## src/rtl/uart_rx_8n1.sv

```systemverilog
// 8N1 UART receiver: two-flop synchroniser, mid-bit sampling FSM and a one-byte holding register
// with valid/read handshake, sticky overrun and one-cycle framing-error pulse.
module uart_rx_8n1 #(
    parameter int unsigned CLKS_PER_BIT = 1250
) (
    input  logic       clk_i,
    input  logic       rst_i,
    input  logic       rx_i,
    input  logic       rd_i,
    output logic [7:0] rxbyte_o,
    output logic       rx_valid_o,
    output logic       overrun_o,
    output logic       frame_err_o,
    output logic       busy_o
);

    if (CLKS_PER_BIT < 4) begin : gen_param_check
        $error("uart_rx_8n1: CLKS_PER_BIT must be at least 4");
    end

    localparam int unsigned CntW = $clog2(CLKS_PER_BIT);
    localparam logic [CntW-1:0] Half = CntW'(CLKS_PER_BIT / 2 - 1);
    localparam logic [CntW-1:0] Last = CntW'(CLKS_PER_BIT - 1);

    typedef enum logic [2:0] {
        StIdle,
        StStart,
        StData,
        StStop,
        StBreak
    } state_e;

    state_e          state_q;
    logic            sync_q;
    logic            rx_s_q;
    logic [CntW-1:0] cnt_q;
    logic [2:0]      idx_q;
    logic [7:0]      shift_q;
    logic            done_q;
    logic            done_ok_q;
    logic [7:0]      rxbyte_q;
    logic            rx_valid_q;
    logic            overrun_q;
    logic            frame_err_q;
    logic            busy_q;

    always_ff @(posedge clk_i or posedge rst_i) begin
        if (rst_i) begin
            state_q     <= StIdle;
            sync_q      <= 1'b1;
            rx_s_q      <= 1'b1;
            cnt_q       <= '0;
            idx_q       <= '0;
            shift_q     <= '0;
            done_q      <= 1'b0;
            done_ok_q   <= 1'b0;
            rxbyte_q    <= '0;
            rx_valid_q  <= 1'b0;
            overrun_q   <= 1'b0;
            frame_err_q <= 1'b0;
            busy_q      <= 1'b0;
        end else begin
            sync_q      <= rx_i;
            rx_s_q      <= sync_q;
            done_q      <= 1'b0;
            frame_err_q <= 1'b0;

            if (rd_i && rx_valid_q) begin
                rx_valid_q <= 1'b0;
                overrun_q  <= 1'b0;
            end

            // Stop-bit result is committed one cycle after the sample; a load overrides a same-cycle rd.
            if (done_q) begin
                if (done_ok_q) begin
                    if (!rx_valid_q || rd_i) begin
                        rxbyte_q   <= shift_q;
                        rx_valid_q <= 1'b1;
                    end else begin
                        overrun_q <= 1'b1;
                    end
                end else begin
                    frame_err_q <= 1'b1;
                end
            end

            case (state_q)
                StIdle: begin
                    if (!rx_s_q) begin
                        state_q <= StStart;
                        cnt_q   <= '0;
                        busy_q  <= 1'b1;
                    end
                end
                StStart: begin
                    if (cnt_q == Half) begin
                        if (!rx_s_q) begin
                            state_q <= StData;
                            cnt_q   <= '0;
                            idx_q   <= '0;
                        end else begin
                            state_q <= StIdle;
                            busy_q  <= 1'b0;
                        end
                    end else begin
                        cnt_q <= cnt_q + CntW'(1);
                    end
                end
                StData: begin
                    if (cnt_q == Last) begin
                        shift_q <= {rx_s_q, shift_q[7:1]};
                        cnt_q   <= '0;
                        idx_q   <= idx_q + 3'd1;
                        if (idx_q == 3'd7) begin
                            state_q <= StStop;
                        end
                    end else begin
                        cnt_q <= cnt_q + CntW'(1);
                    end
                end
                StStop: begin
                    if (cnt_q == Last) begin
                        cnt_q     <= '0;
                        done_q    <= 1'b1;
                        done_ok_q <= rx_s_q;
                        if (rx_s_q) begin
                            state_q <= StIdle;
                            busy_q  <= 1'b0;
                        end else begin
                            state_q <= StBreak;
                        end
                    end else begin
                        cnt_q <= cnt_q + CntW'(1);
                    end
                end
                StBreak: begin
                    // A held-low line must go high before another start bit can be seen.
                    if (rx_s_q) begin
                        state_q <= StIdle;
                        busy_q  <= 1'b0;
                    end
                end
                default: begin
                    state_q <= StIdle;
                    busy_q  <= 1'b0;
                end
            endcase
        end
    end

    assign rxbyte_o    = rxbyte_q;
    assign rx_valid_o  = rx_valid_q;
    assign overrun_o   = overrun_q;
    assign frame_err_o = frame_err_q;
    assign busy_o      = busy_q;

endmodule

```

## config.mk

```make
export PLATFORM = sky130hd
export DESIGN_NAME = uart_rx_8n1
export DESIGN_NICKNAME = d
export VERILOG_FILES = /design/src/rtl/uart_rx_8n1.sv
export SDC_FILE = /design/constraint.sdc
export NUM_CORES = 1
export LEC_CHECK = 0
export ABC_AREA = 0
export BUFFER_PORTS_ARGS = -buffer_cell sky130_fd_sc_hd__buf_2
export CAP_MARGIN = 40
export CORE_ASPECT_RATIO = 2
export CORE_MARGIN = 3
export CORE_UTILIZATION = 53
export CTS_CLUSTER_DIAMETER = 120
export DETAILED_ROUTE_END_ITERATION = 12
export PLACE_DENSITY = 0.72
export SYNTH_ARGS = -nofsm -noshare
export SYNTH_HDL_FRONTEND = slang
export SYNTH_SLANG_ARGS = --single-unit
```

## constraint.sdc

```tcl
create_clock -name clk_i -period 4.4 [get_ports clk_i]
set_input_delay 0 -clock clk_i [delete_from_list [all_inputs] [get_ports clk_i]]
set_output_delay 0 -clock clk_i [all_outputs]
set_load 0.005 [all_outputs]
```

==> results of run 1 <==
## cell usage after synthesis (all sizes together) (3+ instances only)
cell / number
dfrtp: 39
nand3: 11
mux2: 17
nor2b: 4
inv: 9
a22o: 3
o211ai: 6
ha: 5
o21ai: 9
nand2: 10
and3: 4
clkbuf: 3
nor3: 5
nor2: 10
o22ai: 4
a21oi: 5
## cell type report
type	instances	share of cell area [%]
tap	48	2.67
sequential	41	45.7
clock inverter	2	1.67
multi-input combinational	125	39.7
clock buffer	6	3.67
inverter	9	1.50
timing repair buffer	19	5.01
## how the worst max path moves through the flow
stage                 end  depth (start not counted)  startpoint
6_report       state_q[1]                          6    cnt_q[1]
5_1_grt          cnt_q[6]                          6    cnt_q[1]
4_1_cts          cnt_q[9]                          5    cnt_q[0]
3_5_place_dp     cnt_q[9]                          5    cnt_q[0]
3_3_place_gp   state_q[1]                          4    cnt_q[3]
2_1_floorplan  shift_q[0]                          6    cnt_q[1]
## routing by layer
metal	part of all wire, %	global-route usage [%]	wire (µm)	up-vias
li1	-	-	-	701
met5	0	0	0	-
met1	36	19.1	1460	750
met2	57	37.6	2300	36
met3	3.2	3.09	129	14
met4	3.3	12.8	133	0
## power groups by stage
stage / registers (W) / logic, W / clock network, W
after floorplan: 0.000387 / 0.00000872 / 0
after global placement: 0.000388 / 0.0000142 / 0
after detailed placement: 0.000388 / 0.0000147 / 0
after CTS: 0.000380 / 0.0000169 / 0.000322
after global routing: 0.000381 / 0.0000188 / 0.000338
final: 0.000380 / 0.0000160 / 0.000314
## kinds of logic (layout without fill, tap and decap cells)
group           after synthesis  count (layout)  synth area share (%)
buf+inv                      13              36                  2.54
simple gates                 59              59                  16.1
flops                        41              41                  52.2
fa+ha+maj                     6               6                  3.68
compound gates               41              41                  14.8
mux                          18              18                  10.2
xor+xnor                      1               1                 0.444
## repair_timing
action	in CTS	in global routing
hold buffers	3	0
gates resized for setup	0	0
endpoints found under the hold margin	42	0
## flip-flops by register name (all words and copies together) (netlist names)
signal	flops
shift_q	8
rx_valid_o	1
overrun_o	1
frame_err_o	1
busy_o	1
done_q	1
idx_q	3
rxbyte_o	8
cnt_q	11
state_q	3
sync_q	1
rx_s_q	1
done_ok_q	1
## per-stage QoR
| stage | hold slack, ns | area (µm²) | utilization (%) | instances |
|---|---|---|---|---|
| global placement | 0.106 | 2100 | 60.1 | 239 |
| finish | 0.347 | 2250 | 64.4 | 250 |
| floorplan | 0.00448 | 1970 | - | 179 |
| detailed placement | 0.107 | 2100 | 60.1 | 239 |
| global route | 0.366 | 2250 | 64.4 | 250 |
| CTS | 0.348 | 2250 | 64.4 | 250 |
## worst register-to-register path, delay by kind of cell (launching register included)
| family | cells | cell delay (ns) |
|---|---|---|
| buffers and inverters | 1 | 0.12 |
| adder cells (fa/ha/maj) | 1 | 0.18 |
| AND/OR/NAND/NOR | 2 | 0.64 |
| flip-flops | 1 | 0.40 |
| AO/OA/AOI/OAI | 2 | 0.68 |
==> summary.md, run 1 <==
| Metric | Value |
|---|---|
| DR iter-0 viols | 46 |
| F_max | around 480 MHz |
| CTS tree | built |
| Worst r2r dst | state_q[1] |
| Max Cap Viol | 0 |
| Number of post-CTS setup repair buffers | 0 |
| Worst Hold End | sync_q |
| Initial Utilization | a little under three fifths |
| Flops & latches, synth | slightly above 40 |
| Final setup viols | 0 |
| Grt ovf | 0 |
| Worst Path Max Fanout | 15 |
| Ant diodes | 0 |
| Clock skew | 0.00547 ns |
| Die Wd | a little under 50 µm |
| Syn Nets | 188 |
| Hold_sp | rx_i |
| WL/cell | approximately 16 µm |
| Rel. slew slack | 46.3% |
| Cts bufs inserted | 5 |
| Most common cell after layout, fill and taps aside | dfrtp_1 |
| Placer Congestion | approximately 0.87 |
| Outcome | complete, no violations |
| H-Tree Depth | 2 |
| Mean post-synth cell area | around 11 µm² |
| Slowest-stage cell, CP | o31a_1 |
| Max IR drop VDD | ~0.00027 V |
| Reg2Reg Launch Point | cnt_q[1] |
| Final HPWL DP | approximately 3000 µm |
| Vias in the first global route | about 1.6k |
| Mapped Cells | ~180 |
| Crit path capture type | flip-flop |
| Port Buffers | 15 |
| Net Sw Power | 0.000142 W |
| Worst hold-check path type | primary input to flip-flop |
| Final nets | 210 |
| Top cell type by total area after synthesis | dfrtp_1 |
| Chip height | 92.3 µm |
| WHS Path Cells | 2 |
| Core ar. | around 3500 µm² |
| Critical path, cell by cell | inv_1 > ha_1 > nand4bb_1 > o31a_1 > or4_1 > a21oi_1 |
| Worst stage delay on the critical path | ~0.52 ns |
| Critical setup path kind | flip-flop to flip-flop |
| Drt total wl | ~4000 µm |
| Synth top area share | roughly 50% |
| Most frequent cells in the layout | dfrtp_1, mux2_2, buf_2, nand3_1 |
| Top-level port count | 16 |
| Routed vias/inst | 6.00 |
| Critical path's top delay family | compound AO/OA/AOI/OAI gates |
| FP Rows | 30 |
| Global-route wire length before repair | around 6900 µm |
| Sw Share | between 20 and 25% |
| Fill count | about 300 |
| CP bufs+invs | 1 |
| Leak Pwr | roughly 1.1 nW |
| Pint | around 0.00057 W |
| Worst r2r path cells | 6 |
| Sequential Power Share | between 50% and 60% |
| WP data arrival | approximately 2.3 ns |
| Total number of vias | around 1.5k |
| GRT Total Usage | around a fifth |
| Die area | roughly 4500 µm² |
| Clock Path Buffers | 2 |
| Clock share of power | roughly 44% |
| Clock sink count | about 40 |
| WP data required | between 4 and 5 ns |
| YS warnings | 0 |
| Clk pin slew, worst setup/hold paths | 0.08 ns |
| Drc violations | 0 |
| Least-Margin Pin Slew | a little over 0.8 ns |
| Sequential element share of the synthesized area | about 52% |
| Pwr Density | between 300 and 400 nW/µm² |
| Post-synthesis async set-or-reset flop share | 100% |
| Fin crit period | 2.08 ns |
| Layout cells sized above 1 | 24.8% |
| Routed Antenna Nets | 0 |
| Worst-case register-to-register setup slack | 2.32 ns |
| Slew Viols, Final | 0 |
| Final worst slack | 2.32 ns |
| Endpoints failing hold | 0 |
| Final Cycle Share | a little under half |
| Root buf cell | clkbuf_8 |
| FF+latch area | between 1000 and 1500 µm² |
| Post-synthesis cell type count | 43 |
| Worst skew pair latency | ~0.3 ns |
| Comb pwr share | 2.3% |
| Top FF cell, synth | dfrtp_1 |
| Initial antenna violation count | 0 |
| Area delta synth->final | 14.0% |
| Total negative slack | 0 ns |
| Number of flops mapped to enable cells by yosys | 0 |
| Post-placement setup slack | between 2 and 2.5 ns |
| Largest net degree at the start of global routing | 42 |
| Final Power | a little over 0.0007 W |
| Mapped Area | 1970 µm² |
| CP Launch Type | flip-flop |
| Area of the multi-input gates | just under 900 µm² |
| RSZ-0062 raised after global routing | false |
| Drt pass-1 iters | 4 |
| Synth top area cells | dfrtp_1, mux2_2, ha_1 |
Power figures use the tool's default switching activity.
==> run 2, diff against run 1 <==
Settings changed: ABC_AREA 0 to 1.
Clock period 4.4 ns to 2.09 ns, I/O delays scaled along.
==> summary.md, run 2 <==
| Metric | Value |
|---|---|
| Outcome | complete, no violations (unchanged) |
| Synth top area share | 44.4% (was 49.5%) |
| Routed Antenna Nets | 0 (unchanged) |
| Die area | 5000 µm² (was 4530 µm²) |
| Most frequent cells in the layout | nand2_1, dfrtp_1, inv_1, nand3_1, nor2_1 (was dfrtp_1, mux2_2, buf_2, nand3_1) |
| Fin crit period | 1.75 ns (was 2.08 ns) |
| Least-Margin Pin Slew | 0.501 ns (was 0.805 ns) |
| Root buf cell | clkbuf_8 (unchanged) |
| Drt total wl | 4710 µm (was 4020 µm) |
| Grt ovf | 0 (unchanged) |
| Mapped Cells | 286 (was 179) |
| Drc violations | 0 (unchanged) |
| Flops & latches, synth | 41 (unchanged) |
| Max FFs per register | 11 (unchanged) |
| WL/cell | 13.0 µm (was 16.1 µm) |
| Worst hold-check path type | primary input to flip-flop (unchanged) |
| WP data arrival | 1.94 ns (was 2.30 ns) |
| Worst r2r path cells | 11 (was 6) |
| Crit path capture type | flip-flop (unchanged) |
| DR iter-0 viols | 43 (was 46) |
| Final Power | 0.00149 W (was 0.000711 W) |
| Area delta synth->final | 13.1% (was 14.0%) |
| Max Cap Viol | 0 (unchanged) |
| Clock sink count | 41 (unchanged) |
| Vias in the first global route | 1842 (was 1560) |
| Routed vias/inst | 5.13 (was 6.00) |
| Final worst slack | 0.340 ns (was 2.32 ns) |
| Sequential element share of the synthesized area | 46.8% (was 52.2%) |
| Critical setup path kind | flip-flop to flip-flop (unchanged) |
| Post-placement setup slack | 0.368 ns (was 2.34 ns) |
| CP Launch Type | flip-flop (unchanged) |
| Most common cell after layout, fill and taps aside | nand2_1 (was dfrtp_1) |
| Final HPWL DP | 3580 µm (was 2940 µm) |
| Endpoints failing hold | 0 (unchanged) |
| Number of flops mapped to enable cells by yosys | 0 (unchanged) |
| Critical path's top delay family | simple AND/OR/NAND/NOR gates (was compound AO/OA/AOI/OAI gates) |
| Clock skew | 0.00263 ns (was 0.00547 ns) |
| Biggest register | cnt_q (unchanged) |
| Ant diodes | 0 (unchanged) |
| Largest net degree at the start of global routing | 42 (unchanged) |
| CTS tree | built (unchanged) |
| RSZ-0062 raised after global routing | false (unchanged) |
| WP data required | 2.28 ns (was 4.63 ns) |
| Worst stage delay on the critical path | 0.44 ns (was 0.52 ns) |
| Cts bufs inserted | 5 (unchanged) |
| F_max | 571 MHz (was 481 MHz) |
| Worst Path Max Fanout | 10 (was 15) |
| CP dominant cell by count | nand2_1 |
| Slowest-stage cell, CP | dfrtp_1 (was o31a_1) |
| Max IR drop VDD | 0.000447 V (was 0.000267 V) |
| GRT Total Usage | 21.2% (was 19.9%) |
| Die Wd | 51.5 µm (was 49.1 µm) |
| Clock Path Buffers | 2 (unchanged) |
| Top cell type by total area after synthesis | dfrtp_1 (unchanged) |
| Final setup viols | 0 (unchanged) |
| Core ar. | 3920 µm² (was 3490 µm²) |
| Top-level port count | 16 (unchanged) |
| Number of post-CTS setup repair buffers | 0 (unchanged) |
| Total negative slack | 0 ns (unchanged) |
| FP Rows | 32 (was 30) |
| Critical path depth | 11 (was 6) |
| WHS Path Cells | 2 (unchanged) |
| Rel. slew slack | 66.6% (was 46.3%) |
| Slew Viols, Final | 0 (unchanged) |
| Placer Congestion | 0.969 (was 0.868) |
| Initial antenna violation count | 0 (unchanged) |
| Global-route wire length before repair | 8140 µm (was 6920 µm) |
| Leak Pwr | 1.33 nW (was 1.06 nW) |
| Critical path, cell by cell | inv_1 > ha_1 > nand2_1 > nor2_1 > nand3_2 > nand2_1 > nand2_4 > o21ai_0 > nand2_1 > nand2_1 > inv_1 (was inv_1 > ha_1 > nand4bb_1 > o31a_1 > or4_1 > a21oi_1) |
| Final nets | 320 (was 210) |
| Mean post-synth cell area | 7.68 µm² (was 11.0 µm²) |
| Total number of vias | 1861 (was 1501) |
| Mapped Area | 2200 µm² (was 1970 µm²) |
| Final Cycle Share | 83.7% (was 47.2%) |
| Post-synthesis async set-or-reset flop share | 100% (unchanged) |
| H-Tree Depth | 2 (unchanged) |
| Synth top area cells | dfrtp_1, nand2_1, inv_1 (was dfrtp_1, mux2_2, ha_1) |
| Pwr Density | 602 nW/µm² (was 316 nW/µm²) |
| Syn Nets | 295 (was 188) |
| Synth top cells by count | nand2_1, dfrtp_1, inv_1, nand3_1, nor2_1 (was dfrtp_1, mux2_2, nand3_1, nand2_1, nor2_1) |
| Clk pin slew, worst setup/hold paths | 0.08 ns (about the same) |
| CP bufs+invs | 2 (was 1) |
| Layout cells sized above 1 | 17.0% (was 24.8%) |
| Chip height | 97.0 µm (was 92.3 µm) |
| Top FF cell, synth | dfrtp_1 (unchanged) |
| YS warnings | 0 (unchanged) |
| Most frequent cell after synthesis | nand2_1 (was dfrtp_1) |
| Port Buffers | 15 (unchanged) |
| Initial Utilization | 56.0% (was 56.5%) |
| Worst skew pair latency | 0.29 ns (was 0.30 ns) |
| Drt pass-1 iters | 4 (unchanged) |
| Post-synthesis cell type count | 30 (was 43) |
[run 2: worst reg2reg max path, delay by kind of cell, from the launching register on]
family / cells / cell delay (ns)
flops: 1 / 0.44
compound gates: 1 / 0.10
buf+inv: 2 / 0.15
fa+ha+maj: 1 / 0.16
simple gates: 7 / 0.81
[run 2: kinds of logic after synthesis]
kind of cell	after synthesis	share of synthesized area [%]
muxes	1	0.513
and+or+nand+nor	155	31.0
xor gates and xnor gates	1	0.399
DFF	41	46.8
buffers and inverters	49	9.29
adders and majority gates	5	2.85
AOI/OAI and AO/OA	34	9.12
[run 2: power breakdown]
part           internal, W  leakage, nW  switching (W)
clock network     0.000388       0.0574       0.000270
registers         0.000797        0.545     0.00000133
logic            0.0000116        0.723      0.0000254
total              0.00120         1.33       0.000297
[run 2: worst paths after layout]
check | start | end | slack (ns)
min in group asynchronous | rst_i | frame_err_o | 0.37
worst min register to register | sync_q | rx_s_q | 0.36
worst max-delay path | cnt_q[1] | cnt_q[5] | 0.34
worst min-delay path | rx_i | sync_q | 0.35
worst max register to register | cnt_q[1] | cnt_q[5] | 0.34
max in group asynchronous | rst_i | rx_s_q | 1.36
[run 2: per-stage QoR]
stage	utilization (%)	hold slack (ns)	cells	area [µm²]
3_3_place_gp	59.5	0.105	352	2330
4_1_cts	63.3	0.346	363	2480
3_5_place_dp	59.5	0.106	352	2330
6_report	63.3	0.352	363	2480
2_1_floorplan	-	0.00448	286	2200
5_1_grt	63.3	0.357	363	2480
[run 2: timing repair]
| action | in CTS | in global routing |
|---|---|---|
| endpoints found under the hold margin | 42 | 0 |
| hold buffers | 3 | 0 |
| resized for setup | 0 | 0 |
[run 2: metal layers]
layer  part of all wire (%)  up-vias  track usage, %
li1                       -      947               -
met1                     37      861            21.9
met2                     55       34            38.9
met3                    2.5       19            3.39
met4                    5.1        0            10.7
met5                      0        -               0
[run 2: layout make-up]
type,instances,area [µm²]
Clock buffer,6,82.6
Clock inverter,2,37.5
Multi-Input combinational cell,196,963
Inverter,44,165
Sequential cell,41,1030
Fill cell,381,1440
Timing Repair Buffer,23,143
Tap cell,51,63.8
==> run 3, diff against run 2 <==
Settings changed: ABC_AREA 1 to 0, PLACE_DENSITY 0.72 to 0.75.
Clock period 2.09 ns to 1.5 ns, I/O delays scaled along.
==> summary.md, run 3 (synthesis results as in run 1) <==
| Metric | Value |
|---|---|
| Outcome | complete, but fails checks (was complete, no violations) |
| Failing checks | setup timing |
| Placer Congestion | 0.855 (was 0.969) |
| Global-route wire length before repair | 8820 µm (was 8140 µm) |
| Most frequent cells in the layout | dfrtp_1, buf_4, buf_2, nand3_1 (was nand2_1, dfrtp_1, inv_1, nand3_1, nor2_1) |
| CTS tree | built (unchanged) |
| CP bufs+invs | 0 (was 2) |
| Final nets | 257 (was 320) |
| Fin crit period | 1.86 ns (was 1.75 ns) |
| Slew Viols, Final | 0 (unchanged) |
| Biggest register | cnt_q (unchanged) |
| Clock skew | 0.00539 ns (was 0.00263 ns) |
| Final worst slack | -0.359 ns (was 0.340 ns) |
| Critical path, cell by cell | or3_4 > o31a_4 > or4_4 > a21oi_2 (was inv_1 > ha_1 > nand2_1 > nor2_1 > nand3_2 > nand2_1 > nand2_4 > o21ai_0 > nand2_1 > nand2_1 > inv_1) |
| Vias in the first global route | 1895 (was 1842) |
| Max IR drop VDD | 0.000736 V (was 0.000447 V) |
| Cts bufs inserted | 5 (unchanged) |
| Fill count | 196 (was 381) |
| Endpoints failing hold | 0 (unchanged) |
| RSZ-0062 raised after global routing | true (was false) |
| Routed vias/inst | 5.95 (was 5.13) |
| Drt pass-1 iters | 4 (unchanged) |
| DR iter-0 viols | 50 (was 43) |
| Layout cells sized above 1 | 50.6% (was 17.0%) |
| Total number of vias | 1766 (was 1861) |
| Top-level port count | 16 (unchanged) |
| Drt total wl | 5690 µm (was 4710 µm) |
| Cell area after layout | 2870 µm² (was 2480 µm²) |
| WL/cell | 19.2 µm (was 13.0 µm) |
| Largest net degree at the start of global routing | 42 (unchanged) |
| Die area | 4530 µm² (was 5000 µm²) |
| Routed Antenna Nets | 0 (unchanged) |
| Critical path's top delay family | simple AND/OR/NAND/NOR gates (unchanged) |
| H-Tree Depth | 2 (unchanged) |
| Slowest-stage cell, CP | or4_4 (was dfrtp_1) |
| Final Cycle Share | 124% (was 83.7%) |
| Clk pin slew, worst setup/hold paths | 0.08 ns (about the same) |
| GRT Total Usage | 25.8% (was 21.2%) |
| Die Wd | 49.1 µm (was 51.5 µm) |
| CP Launch Type | flip-flop (unchanged) |
| Critical setup path kind | flip-flop to flip-flop (unchanged) |
| Chip height | 92.3 µm (was 97.0 µm) |
| Final setup viols | 28 (was 0) |
| Crit path capture type | flip-flop (unchanged) |
| FP Rows | 30 (was 32) |
| Core ar. | 3490 µm² (was 3920 µm²) |
| F_max | 538 MHz (was 571 MHz) |
| Leak Pwr | 1.34 nW (was 1.33 nW) |
| Initial Utilization | 56.5% (was 56.0%) |
| Pwr Density | 727 nW/µm² (was 602 nW/µm²) |
| Worst Path Max Fanout | 7 (was 10) |
| Final HPWL DP | 3710 µm (was 3580 µm) |
| Final core occ | 82.2% (was 63.3%) |
| Initial antenna violation count | 0 (unchanged) |
| Area delta synth->final | 45.5% (was 13.1%) |
| Grt ovf | 0 (unchanged) |
| WP data required | 1.72 ns (was 2.28 ns) |
| Rel. slew slack | 66.3% (was 66.6%) |
| Clock Path Buffers | 2 (unchanged) |
| Port Buffers | 15 (unchanged) |
| Max Cap Viol | 0 (unchanged) |
| Worst skew pair latency | 0.30 ns (was 0.29 ns) |
| Total negative slack | -6.18 ns (was 0 ns) |
| WP data arrival | 2.08 ns (was 1.94 ns) |
| Max FFs per register | 11 (unchanged) |
| Worst stage delay on the critical path | 0.43 ns (was 0.44 ns) |
| Root buf cell | clkbuf_8 (unchanged) |
| Worst hold-check path type | primary input to flip-flop (unchanged) |
| Least-Margin Pin Slew | 0.506 ns (was 0.501 ns) |
| Ant diodes | 0 (unchanged) |
| DP Area | 2430 µm² (was 2330 µm²) |
| Drc violations | 0 (unchanged) |
| Clock sink count | 41 (unchanged) |
-- run 3: cell types whose count changed in the layout (fill, tap and decap cells not counted), sizes merged, moves of 3 or more --
cell | previous run | this run
a21oi | 2 | 5
a22o | 0 | 3
and3 | 0 | 4
buf | 20 | 62
inv | 44 | 9
mux2 | 1 | 17
nand2 | 107 | 10
nand3 | 24 | 11
nor2 | 18 | 10
nor2b | 0 | 4
o211ai | 2 | 6
o21ai | 25 | 9
o22ai | 0 | 4
-- run 3: where the power goes --
group	switching, W	total, W	internal [W]
Clock	0.000375	0.000916	0.000541
Sequential	0.00000229	0.00111	0.00111
Combinational	0.0000391	0.0000579	0.0000188
-- run 3: timing repair --
| item | 4_1_cts | 5_1_grt |
|---|---|---|
| cloned | 1 | 0 |
| pin swaps | 7 | 26 |
| setup buffers | 3 | 5 |
| hold endpoints to repair | 42 | 0 |
| setup endpoints to repair | 27 | 27 |
| hold buffers | 3 | 0 |
| gates resized for setup | 21 | 31 |
-- run 3: final cells by class --
class	instances	area, µm²	area share, %
Clock buffer	6	82.6	2.88
Tap cell	48	60.1	2.09
Multi-Input combinational cell	126	1130	39.5
Clock inverter	2	37.5	1.31
Sequential cell	41	1030	35.9
Inverter	9	33.8	1.18
Timing Repair Buffer	65	492	17.1
-- run 3: per-stage QoR --
step	instances	hold WS (ns)	total power, W	setup slack [ns]
2_1_floorplan	179	0.00448	0.00116	-0.196
3_3_place_gp	278	0.105	0.00118	-0.279
3_5_place_dp	278	0.106	0.00119	-0.360
4_1_cts	293	0.345	0.00211	-0.352
5_1_grt	297	0.343	0.00217	-0.409
6_report	297	0.346	0.00209	-0.359
-- run 3: per-layer routing --
layer	wire, µm	up-vias	global-route usage [%]
met5	0	-	0
met4	330	0	20.2
met3	170	21	3.90
met2	3240	62	46.9
met1	1950	881	24.8
li1	-	802	-
-- run 3: worst paths after layout --
check | startpoint | to | slack (ns) | depth (start not counted)
setup / recovery | cnt_q[2] | state_q[1] | -0.36 | 4
hold / removal | rx_i | sync_q | 0.35 | 2
setup reg to reg | cnt_q[2] | state_q[1] | -0.36 | 4
hold reg to reg | sync_q | rx_s_q | 0.36 | 0
max in group asynchronous | rst_i | cnt_q[0] | 0.76 | 4
min in group asynchronous | rst_i | frame_err_o | 0.37 | 4
